<file path="src/rtl/quad_decoder_if.sv">
// Pin, control and status bundle for the quadrature decoder; the bench drives the
// master side and the decoder sits on the slave side.
interface quad_decoder_if #(
    parameter int WIDTH = 4
);
    logic             enable;
    logic             a_in;
    logic             b_in;
    logic             load;
    logic [WIDTH-1:0] load_val;
    logic             err_clr;
    logic             step;
    logic             dir;
    logic [WIDTH-1:0] count;
    logic             err;

    modport master (
        output enable, a_in, b_in, load, load_val, err_clr,
        input  step, dir, count, err
    );

    modport slave (
        input  enable, a_in, b_in, load, load_val, err_clr,
        output step, dir, count, err
    );
endinterface

</file>
<file path="src/rtl/quad_decoder.sv">
// Quadrature decoder: 2-flop sync + glitch filter per channel, then a Gray-phase step decoder.
// A stable pin change reaches step/count on edge FILTER_LEN+3; no backpressure, outputs are level/pulse only.
module quad_decoder #(
    parameter int WIDTH      = 4,
    parameter int FILTER_LEN = 3
) (
    input  logic           clk,
    input  logic           reset,
    quad_decoder_if.slave  bus
);
    localparam int FCW = $clog2(FILTER_LEN + 1);

    logic [1:0] pin;
    logic [1:0] filt;

    assign pin = {bus.a_in, bus.b_in};

    // Bit 1 is channel A, bit 0 is channel B; each channel owns its sync and filter state.
    for (genvar c = 0; c < 2; c++) begin : g_ch
        logic           sync1;
        logic           sync2;
        logic           filt_q;
        logic [FCW-1:0] fcnt;

        always_ff @(posedge clk or posedge reset) begin
            if (reset) begin
                sync1  <= 1'b0;
                sync2  <= 1'b0;
                filt_q <= 1'b0;
                fcnt   <= '0;
            end else begin
                sync1 <= pin[c];
                sync2 <= sync1;
                if (sync2 != filt_q) begin
                    if (fcnt == FCW'(FILTER_LEN - 1)) begin
                        filt_q <= sync2;
                        fcnt   <= '0;
                    end else begin
                        fcnt <= fcnt + FCW'(1);
                    end
                end else begin
                    fcnt <= '0;
                end
            end
        end

        assign filt[c] = filt_q;
    end

    // Position of a pair along the up sequence 00 -> 10 -> 11 -> 01.
    function automatic logic [1:0] phase_of(input logic [1:0] p);
        logic [1:0] ph;
        ph = 2'd0;
        case (p)
            2'b00:   ph = 2'd0;
            2'b10:   ph = 2'd1;
            2'b11:   ph = 2'd2;
            default: ph = 2'd3;
        endcase
        return ph;
    endfunction

    logic [1:0]       prev;
    logic [1:0]       delta;
    logic             is_up;
    logic             is_dn;
    logic             is_bad;
    logic             step_q;
    logic             dir_q;
    logic             err_q;
    logic [WIDTH-1:0] count_q;

    // Phase difference mod 4: +1 is up, -1 is down, 2 means both bits flipped at once.
    assign delta  = phase_of(filt) - phase_of(prev);
    assign is_up  = (delta == 2'd1);
    assign is_dn  = (delta == 2'd3);
    assign is_bad = (delta == 2'd2);

    always_ff @(posedge clk or posedge reset) begin
        if (reset) begin
            prev    <= 2'b00;
            step_q  <= 1'b0;
            dir_q   <= 1'b0;
            err_q   <= 1'b0;
            count_q <= '0;
        end else begin
            prev   <= filt;
            step_q <= bus.enable && (is_up || is_dn);

            if (is_up) begin
                dir_q <= 1'b1;
            end else if (is_dn) begin
                dir_q <= 1'b0;
            end

            if (bus.load) begin
                count_q <= bus.load_val;
            end else if (bus.enable && is_up) begin
                count_q <= count_q + WIDTH'(1);
            end else if (bus.enable && is_dn) begin
                count_q <= count_q - WIDTH'(1);
            end

            if (is_bad) begin
                err_q <= 1'b1;
            end else if (bus.err_clr) begin
                err_q <= 1'b0;
            end
        end
    end

    assign bus.step  = step_q;
    assign bus.dir   = dir_q;
    assign bus.count = count_q;
    assign bus.err   = err_q;
endmodule

</file>
<file path="src/flat_wrapper.sv">
// flat-port wrapper written by rule: the top's interface ports become plain ports
module quad_decoder_flat 
#(
    parameter int WIDTH      = 4,
    parameter int FILTER_LEN = 3
)
  (clk, reset, bus_enable, bus_a_in, bus_b_in, bus_load, bus_load_val, bus_err_clr, bus_step, bus_dir, bus_count, bus_err);
  quad_decoder_if #(.WIDTH(WIDTH)) bus_i ();
  input  logic clk;
  input  logic reset;
  input wire logic [$bits(bus_i.enable)-1:0] bus_enable;
  input wire logic [$bits(bus_i.a_in)-1:0] bus_a_in;
  input wire logic [$bits(bus_i.b_in)-1:0] bus_b_in;
  input wire logic [$bits(bus_i.load)-1:0] bus_load;
  input wire logic [$bits(bus_i.load_val)-1:0] bus_load_val;
  input wire logic [$bits(bus_i.err_clr)-1:0] bus_err_clr;
  output wire logic [$bits(bus_i.step)-1:0] bus_step;
  output wire logic [$bits(bus_i.dir)-1:0] bus_dir;
  output wire logic [$bits(bus_i.count)-1:0] bus_count;
  output wire logic [$bits(bus_i.err)-1:0] bus_err;
  assign bus_i.enable = bus_enable;
  assign bus_i.a_in = bus_a_in;
  assign bus_i.b_in = bus_b_in;
  assign bus_i.load = bus_load;
  assign bus_i.load_val = bus_load_val;
  assign bus_i.err_clr = bus_err_clr;
  assign bus_step = bus_i.step;
  assign bus_dir = bus_i.dir;
  assign bus_count = bus_i.count;
  assign bus_err = bus_i.err;
  quad_decoder #(.WIDTH(WIDTH), .FILTER_LEN(FILTER_LEN)) u_core (.clk(clk), .reset(reset), .bus(bus_i));
endmodule
</file>
<file path="config.mk">
export PLATFORM = sky130hd
export DESIGN_NAME = quad_decoder_flat
export DESIGN_NICKNAME = d
export VERILOG_FILES = /design/src/rtl/quad_decoder_if.sv /design/src/rtl/quad_decoder.sv /design/src/flat_wrapper.sv
export SDC_FILE = /design/constraint.sdc
export NUM_CORES = 1
export LEC_CHECK = 0
export ABC_CLOCK_PERIOD_IN_PS = 5840
export CORE_AREA = 5 5 43 54
export CTS_CLUSTER_DIAMETER = 60
export CTS_CLUSTER_SIZE = 28
export DETAILED_ROUTE_END_ITERATION = 12
export DIE_AREA = 0 0 48 59
export MAX_ROUTING_LAYER = met4
export PLACE_DENSITY = 0.77
export SKIP_LAST_GASP = 1
export SYNTH_ARGS = -nofsm -noshare
export SYNTH_HDL_FRONTEND = slang
export SYNTH_SLANG_ARGS = --single-unit
export TNS_END_PERCENT = 1
</file>
<file path="constraint.sdc">
create_clock -name clk -period 5.84 [get_ports clk]
set_clock_uncertainty 0.1 [all_clocks]
set_input_delay 0.876 -clock clk [delete_from_list [all_inputs] [get_ports clk]]
set_output_delay 0.876 -clock clk [all_outputs]
set_load 0.01 [all_outputs]
</file>
# Word level (Yosys, flattened, before mapping)

Index checks and enable logic that the tools add are counted.
W data, S select, Z words.

Register bits after elaboration: 19
Word-level logic and storage cells: 53

Equality and inequality tests: 11
$add $sub $neg: 5
Reductions and logical operators: 11
Muxes and demuxes: 13

Operators by type and width:

| cell                  | number |
|---|---|
| $eq A2 B2 Y1 const B  | 8 |
| $mux W4               | 3 |
| $pmux W2 S3           | 2 |
| $mux W2               | 4 |
| $add A2 B1 Y2 const B | 2 |
| $add A4 B1 Y4 const B | 1 |
| $logic_not A2 Y1      | 2 |
| $mux W1               | 4 |
| $reduce_and A2 Y1     | 2 |
| $reduce_bool A2 Y1    | 2 |
| $sub A4 B1 Y4 const B | 1 |
| $logic_and A1 B1 Y1   | 3 |
| $reduce_bool A3 Y1    | 1 |
| $eq A2 B1 Y1 const B  | 1 |
| $ne A1 B1 Y1          | 2 |
| $sub A2 B2 Y2         | 1 |
| $logic_or A1 B1 Y1    | 1 |

# Longest topological paths before layout

Gate-level depths: netlist of the first run.

Word-level depth: 8
Mapped depth: 14

# Worst setup path before layout of the first run

Ideal clock, no wire load.

Kind: register to register
Start: reg u_core.g_ch[1].filt_q
End: reg u_core.count_q[3] (netlist: u_core.bus.count[3])
Slack: 3.118 ns
Period minus slack after synthesis: 2.722 ns
Data arrival time: 2.540 ns
Library setup time: 0.082 ns
Required time: 5.658 ns
Cell stages (with the launch flop): 12
Path through: dfrtp_1 inv_1 ha_1 ha_1 xnor3_2 nand2_1 ha_1 a21o_1 a21oi_4 xnor2_1 or3_1 a31oi_1

Longest elaborated chain between the ends: 7
Elaborated cells on any way between the ends: 12

Ends and longest elaborated chain:

| what                                             | RTL line            | source |
|---|---|---|
| start: declaration                               | quad_decoder.sv:22  | `logic filt_q;` |
| start signal: assignment                         | quad_decoder.sv:36  | `filt_q <= sync2;` |
| $eq A2 B2 Y1 or $logic_not A2 Y1 (tied branches) | quad_decoder.sv:54  | `case (p)` |
| $pmux W2 S3 (*)                                  | quad_decoder.sv:54  |  |
| $sub A2 B2 Y2 (*)                                | quad_decoder.sv:74  | `assign delta = phase_of(filt) - phase_of(prev);` |
| $eq A2 B1 Y1                                     | quad_decoder.sv:75  | `assign is_up = (delta == 2'd1);` |
| $logic_and A1 B1 Y1                              | quad_decoder.sv:98  | `end else if (bus.enable && is_up) begin` |
| $mux W4                                          | quad_decoder.sv:98  |  |
| $mux W4                                          | quad_decoder.sv:96  | `if (bus.load) begin` |
| end signal: assignment                           | quad_decoder.sv:97  | `count_q <= bus.load_val;` |
| end signal: assignment                           | quad_decoder.sv:99  | `count_q <= count_q + WIDTH'(1);` |
| end signal: assignment                           | quad_decoder.sv:101 | `count_q <= count_q - WIDTH'(1);` |
| end: declaration                                 | quad_decoder.sv:71  | `logic [WIDTH-1:0] count_q;` |

Mark *: on every way between the ends. The rest lies on a longest branch, timed or not.
A chain may end at the register's enable or synchronous reset.

# Worst setup path after layout of the first run

Same ends and word-level chain as after synthesis.

==> results of run 1 <==
[where the power goes]
group	internal [mW]	leakage [nW]	switching [mW]
clock network	0.0265	0.0150	0.0366
logic	0.226	0.252	0.196
registers	0.184	0.232	0.0434
total	0.436	0.499	0.276
[area by class of cell]
class	instances	area, um2
fill	151	663
sequential	19	475
multi-input combinational	43	352
timing repair buffer	17	170
inverter	9	33.8
clock buffer	4	26.3
tap	19	23.8
[critical path: stages, from the launching register on]
cell	delay (ns)
dfrtp_1	0.41
inv_1	0.08
ha_1	0.30
ha_1	0.28
inv_1	0.06
nand2_1	0.10
clkinv_1	0.19
nand2_1	0.18
ha_1	0.25
a21o_1	0.21
a21oi_4	0.14
xnor2_1	0.08
or3_1	0.30
a31oi_1	0.16
[state kept, by name (all words and copies together), names as in the netlist]
register	flops
u_core.g_ch.sync2	2
u_core.bus.count	4
u_core.g_ch.fcnt	4
u_core.bus.err	1
u_core.prev	2
u_core.g_ch.filt_q	2
u_core.bus.dir	1
u_core.g_ch.sync1	2
u_core.bus.step	1
[Yosys cell counts, drive strengths merged]
cell / number
nor2b: 1
a31o: 1
a21oi: 2
fa: 1
mux2i: 1
clkinv: 1
xnor2: 5
o22ai: 1
nor2: 3
mux2: 2
nor3: 3
nand2: 6
xnor3: 1
o21ai: 5
a21o: 1
inv: 8
ha: 7
or3: 1
dfrtp: 19
nor3b: 1
a31oi: 1
[metrics by stage]
stage / utilization (%) / instance area, um2 / total power, mW
6_report: 62.0 / 1080 / 0.712
5_1_grt: 62.0 / 1080 / 0.782
4_1_cts: 62.0 / 1080 / 0.722
3_5_place_dp: 60.5 / 1050 / 0.656
3_3_place_gp: 60.5 / 1050 / 0.635
2_1_floorplan: - / 861 / 0.535
[layout by cell type (no fill, tap or decap)]
| cell | instances |
|---|---|
| xnor3_2 | 1 |
| ha_1 | 7 |
| or3_1 | 1 |
| nor2b_1 | 1 |
| inv_1 | 8 |
| o21ai_0 | 5 |
| clkbuf_1 | 1 |
| clkdlybuf4s50_1 | 17 |
| dfrtp_1 | 19 |
| mux2i_1 | 1 |
| a31o_2 | 1 |
| nor3b_1 | 1 |
| nand2_1 | 6 |
| fa_1 | 1 |
| nor2_1 | 3 |
| xnor2_1 | 5 |
| mux2_2 | 2 |
| a21oi_4 | 1 |
| clkinv_1 | 1 |
| a31oi_1 | 1 |
| a21oi_1 | 1 |
| o22ai_1 | 1 |
| nor3_1 | 3 |
| clkbuf_4 | 3 |
| a21o_1 | 1 |
[per-layer routing]
layer / share of wire (%) / wire (um) / GRT usage (%)
met5: 0 / 0 / -
met4: 0.86 / 12 / 8.08
met3: 5.3 / 75 / 1.82
met2: 52 / 730 / 19.5
met1: 42 / 583 / 15.0
[worst max-delay path by stage]
| stage | cells after the start | slack, ns | endpoint | start |
|---|---|---|---|---|
| floorplan | 11 | 3.12 | u_core.bus.count[3] | u_core.g_ch[1].filt_q |
| global placement | 10 | 2.85 | u_core.bus.count[3] | bus_enable |
| detailed placement | 10 | 2.72 | u_core.bus.count[3] | bus_enable |
| CTS | 13 | 2.89 | u_core.bus.count[3] | u_core.g_ch[1].filt_q |
| global route | 13 | 2.69 | u_core.bus.count[3] | u_core.g_ch[1].filt_q |
| finish | 13 | 2.91 | u_core.bus.count[3] | u_core.g_ch[1].filt_q |
[cell families after synthesis]
group / after synthesis / synth area share (%)
DFF: 19 / 55.2
and+or+nand+nor: 15 / 7.99
AOI/OAI and AO/OA: 11 / 8.72
buffers and inverters: 9 / 3.92
adders and majority gates: 8 / 12.5
xor gates and xnor gates: 6 / 7.85
muxes: 3 / 3.78
==> results.cfg, run 1 <==
[worst_setup_path]
reg2regPathDepth = 13
worstPathArrival_ns = 3.05
end_kind = flip-flop
cp_data_required_time_ns = 5.95
cp-start-kind = flip-flop
ff2ff_setup_slack_ns = 2.91
r2r_start = u_core.g_ch[1].filt_q
critical_path_class = flip-flop to flip-flop
critPathMaxFanout = 6
r2r-end = u_core.bus.count[3]

[global_routing]
grt_first_pass_wirelength_mm = 2.45
grt_usage_pct = 12.7
antenna_found_initial = 0
grt_max_degree = 20
grt-ovfl-total = 0
grt_pass1_vias = 592

[synthesis]
synth_top_cell_by_area = dfrtp_1
ys_ff_latch = 19
synthCells = 71
ys_types = 22
yosysWarnings = 0
syn_nets = 90
seq_area_frac_synth_pct = 55.2
mappedNetlistArea_um2 = 861
synth_area_leaders = dfrtp_1 55%, ha_1 10%, xnor2_1 5.1%
netlist.area_leader.share_pct = 55.2
synth.avg_cell_area_um2 = 12.1

[sta]
grt_setup_unrepaired = no
hold_ws_ns = 0.256
finalCriticalPeriod_ns = 2.93
hold_viol = 0
timing.final.ws_setup_ns = 2.91
period_share_pct = 50.2
drv_slew = 0
relSlewSlack_pct = 54.4
setup_violations = 0
fmax_mhz = 341
worst_pin_slew_ns = 0.683
finalSetupTns_ns = 0

[placement]
portBuffers = 17
place.gp.congestion = 0.740
dp_hpwl_mm = 1.16
dp_cells = 107
dpl_worst_slack_ns = 2.72

[routing]
ant_nets = 0
avgRoutedWirePerCell_um = 12.6
viasPerCell = 5.09
drt_first_iter_violations = 7
vias = 565
first_pass_iters = 4
drc_errors = 0
drt_wl_total_mm = 1.40

[clock_tree]
cts_buffer_depth = 2
cts_resized = 0
cts_made_buffers = 3
ctsHtreeMaxLevel = 1
cts_root_buffer = clkbuf_4
clock_latency_ns = 0.29
cts.clk_slew.worst_paths_ns = 0.09
post_cts_buffers = 0
clock_sinks = 19
cts_tree = yes
postCtsHoldBufs = 0

[cells_and_area]
layout-drive-gt1-share_pct = 8.70
area_growth_pct = 25.6
diodes = 0
stdcell_count = 111
final_nets = 112

[die]
initial_core_util_pct = 49.4
die_x_um = 48
floorplan.core_area_um2 = 1740
rows = 17
boundaryPins = 18
dieArea_um2 = 2830
die_y_um = 59

[hold_path]
holdPathStages = 0
hold_path_class = flip-flop to flip-flop
hold-path-endpoint = u_core.g_ch[1].sync2
hold_start = u_core.g_ch[1].sync1

[power]
powerDensity_nw_per_um2 = 659
cellLeakagePower_nw = 0.499
ir_drop_mv = 0.378

[outcome]
status = completed

[flow_run]
maxCapViolations = 0
Note: power is estimated with default switching activity, not from simulation.
==> run 2: changes to the inputs <==
--- a/config.mk
+++ b/config.mk
@@ -5,14 +5,14 @@
 export SDC_FILE = /design/constraint.sdc
 export NUM_CORES = 1
 export LEC_CHECK = 0
-export ABC_CLOCK_PERIOD_IN_PS = 5840
-export CORE_AREA = 5 5 43 54
+export ABC_CLOCK_PERIOD_IN_PS = 2810
+export CORE_AREA = 5 5 44 56
 export CTS_CLUSTER_DIAMETER = 60
 export CTS_CLUSTER_SIZE = 28
 export DETAILED_ROUTE_END_ITERATION = 12
-export DIE_AREA = 0 0 48 59
+export DIE_AREA = 0 0 49 61
 export MAX_ROUTING_LAYER = met4
-export PLACE_DENSITY = 0.77
+export PLACE_DENSITY = 0.73
 export SKIP_LAST_GASP = 1
 export SYNTH_ARGS = -nofsm -noshare
 export SYNTH_HDL_FRONTEND = slang
==> constraint.sdc (replaced) <==
create_clock -name clk -period 2.81 [get_ports clk]
set_clock_uncertainty 0.1 [all_clocks]
set_input_delay 0.4215 -clock clk [delete_from_list [all_inputs] [get_ports clk]]
set_output_delay 0.4215 -clock clk [all_outputs]
set_load 0.01 [all_outputs]
==> run 2 against run 1 <==
Effect of this change: non-clock buffer count is 6 higher; worst hold slack better by 0.0027 ns; register-to-register slack worse by 2.8 ns; total power grew 130%; via count is 5.7% higher; core utilization shrank 1.5 points; count of clock-buffer cells in the layout unchanged; largest power group unchanged.
==> results.cfg, run 2 (synthesis gave the netlist of run 1 again) <==
[cells_and_area]
postLayoutCellArea_um2 = 1140
stdcell_count = 118
fillers = 173
area_growth_pct = 33.0
final_nets = 118
diodes = 0
layout_common_cells = 19 x dfrtp_1, 17 x clkdlybuf4s50_1, 8 x inv_1
layout-drive-gt1-share_pct = 17.3
final_common_cell = dfrtp_1
post-route-util_pct = 60.5

[placement]
dp_hpwl_mm = 1.15
portBuffers = 17
place_area_um2 = 1090
dp_cells = 112
place.gp.congestion = 0.698

[power]
total_power_mw = 1.65
powerDensity_nw_per_um2 = 1440
ir_drop_mv = 0.997
cellLeakagePower_nw = 0.527

[clock_tree]
cts_root_buffer = clkbuf_4
cts_tree = yes
cts.clk_slew.worst_paths_ns = 0.10
ctsHtreeMaxLevel = 1
postCtsHoldBufs = 0
cts_made_buffers = 3
cts_buffer_depth = 2
clock_latency_ns = 0.28
clock_sinks = 19

[worst_setup_path]
crit_cells = 12
crit_start = u_core.g_ch[1].filt_q
critPathBufInv = 2
cpMostUsedCell = buf_4
ff2ff_setup_slack_ns = 0.12
crit_family = XOR/XNOR gates
critPathMaxFanout = 3
crit_chain = buf_4 > buf_4 > ha_2 > nor2_1 > xnor3_2 > nand2_2 > ha_1 > a21o_1 > a21oi_4 > xnor2_1 > or3_1 > a31oi_1
r2r-end = u_core.bus.count[3]
cpMaxStageDelayCell = xnor3_2
critical_path.max_stage_delay_ns = 0.44
end_kind = flip-flop
reg2regPathDepth = 12
critical_path_class = flip-flop to flip-flop
cp_data_required_time_ns = 2.91
critical_path.endpoint = u_core.bus.count[3]
cp-start-kind = flip-flop
worstPathArrival_ns = 2.79
r2r_start = u_core.g_ch[1].filt_q

[die]
dieArea_um2 = 2990
die_y_um = 61
die_x_um = 49
initial_core_util_pct = 45.5
floorplan.core_area_um2 = 1890
rows = 18
boundaryPins = 18

[routing]
viasPerCell = 5.06
drc_errors = 0
vias = 597
first_pass_iters = 4
drt_wl_total_mm = 1.44
avgRoutedWirePerCell_um = 12.2
drt_first_iter_violations = 10
ant_nets = 0

[sta]
hold_ws_ns = 0.259
hold_viol = 0
drv_slew = 0
setup_violations = 0
period_share_pct = 95.6
fmax_mhz = 372
relSlewSlack_pct = 53.8
finalCriticalPeriod_ns = 2.69
worst_pin_slew_ns = 0.692

[global_routing]
grt-ovfl-total = 0
grt_usage_pct = 10.7
antenna_found_initial = 0
grt_pass1_vias = 587
grt_first_pass_wirelength_mm = 2.39
grt_max_degree = 20

[outcome]
status = completed

[hold_path]
hold_path_class = flip-flop to flip-flop

[flow_run]
maxCapViolations = 0
## run 2: cell types whose count changed in the layout (fill, tap and decap cells not counted), sizes merged
cell	delta
buf	+6
## run 2: timing repair
item                       4_1_cts  5_1_grt
setup buffers                    0        2
setup endpoints to repair        0        1
resized for setup                0        3
## run 2: through the flow
step                      setup TNS [ns]  setup WS (ns)
after global placement                 0         0.0975
after floorplan                        0         0.0877
after global routing             -0.0218        -0.0218
final                                  0          0.123
after CTS                              0        0.00539
after detailed placement               0         0.0323
## run 2: worst min-delay path by stage
stage,start,endpoint,slack (ns),cells past startpoint
floorplan,u_core.g_ch[0].sync1,u_core.g_ch[0].sync2,0.23,0
finish,u_core.g_ch[0].sync1,u_core.g_ch[0].sync2,0.26,0
CTS,u_core.g_ch[0].sync1,u_core.g_ch[0].sync2,0.26,0
global route,u_core.g_ch[1].sync1,u_core.g_ch[1].sync2,0.28,0
detailed placement,u_core.g_ch[0].sync1,u_core.g_ch[0].sync2,0.24,0
global placement,u_core.g_ch[0].sync1,u_core.g_ch[0].sync2,0.23,0
## run 2: power breakdown
group	switching (mW)	total, mW	leakage, nW	internal, mW
Combinational	0.456	1.05	0.280	0.598
Clock	0.0745	0.129	0.0150	0.0550
Sequential	0.0797	0.462	0.232	0.382
Total	0.610	1.65	0.527	1.03
## run 2: area by class of cell
type	count	area (um2)	share of cell area, %
Clock buffer	4	26.3	2.30
Inverter	9	33.8	2.95
Tap cell	20	25.0	2.19
Multi-Input combinational cell	43	369	32.2
Timing Repair Buffer	23	215	18.8
Sequential cell	19	475	41.5
## run 2: layer usage
metal	up-vias	routed length (um)	track usage, %
met5	-	0	-
met4	0	13	4.62
met3	2	66	2.46
met2	13	779	19.2
met1	292	579	11.3
li1	290	-	-
==> run 3: changes to the inputs <==
--- a/config.mk
+++ b/config.mk
@@ -11,9 +11,11 @@
 export CTS_CLUSTER_SIZE = 28
 export DETAILED_ROUTE_END_ITERATION = 12
 export DIE_AREA = 0 0 49 61
+export HOLD_SLACK_MARGIN = 0.12
 export MAX_ROUTING_LAYER = met4
 export PLACE_DENSITY = 0.73
 export SKIP_LAST_GASP = 1
+export SLEW_MARGIN = 5
 export SYNTH_ARGS = -nofsm -noshare
 export SYNTH_HDL_FRONTEND = slang
 export SYNTH_SLANG_ARGS = --single-unit
==> results of run 3 <==
The final DEF is identical to that of run 2; final timing and power are the same.
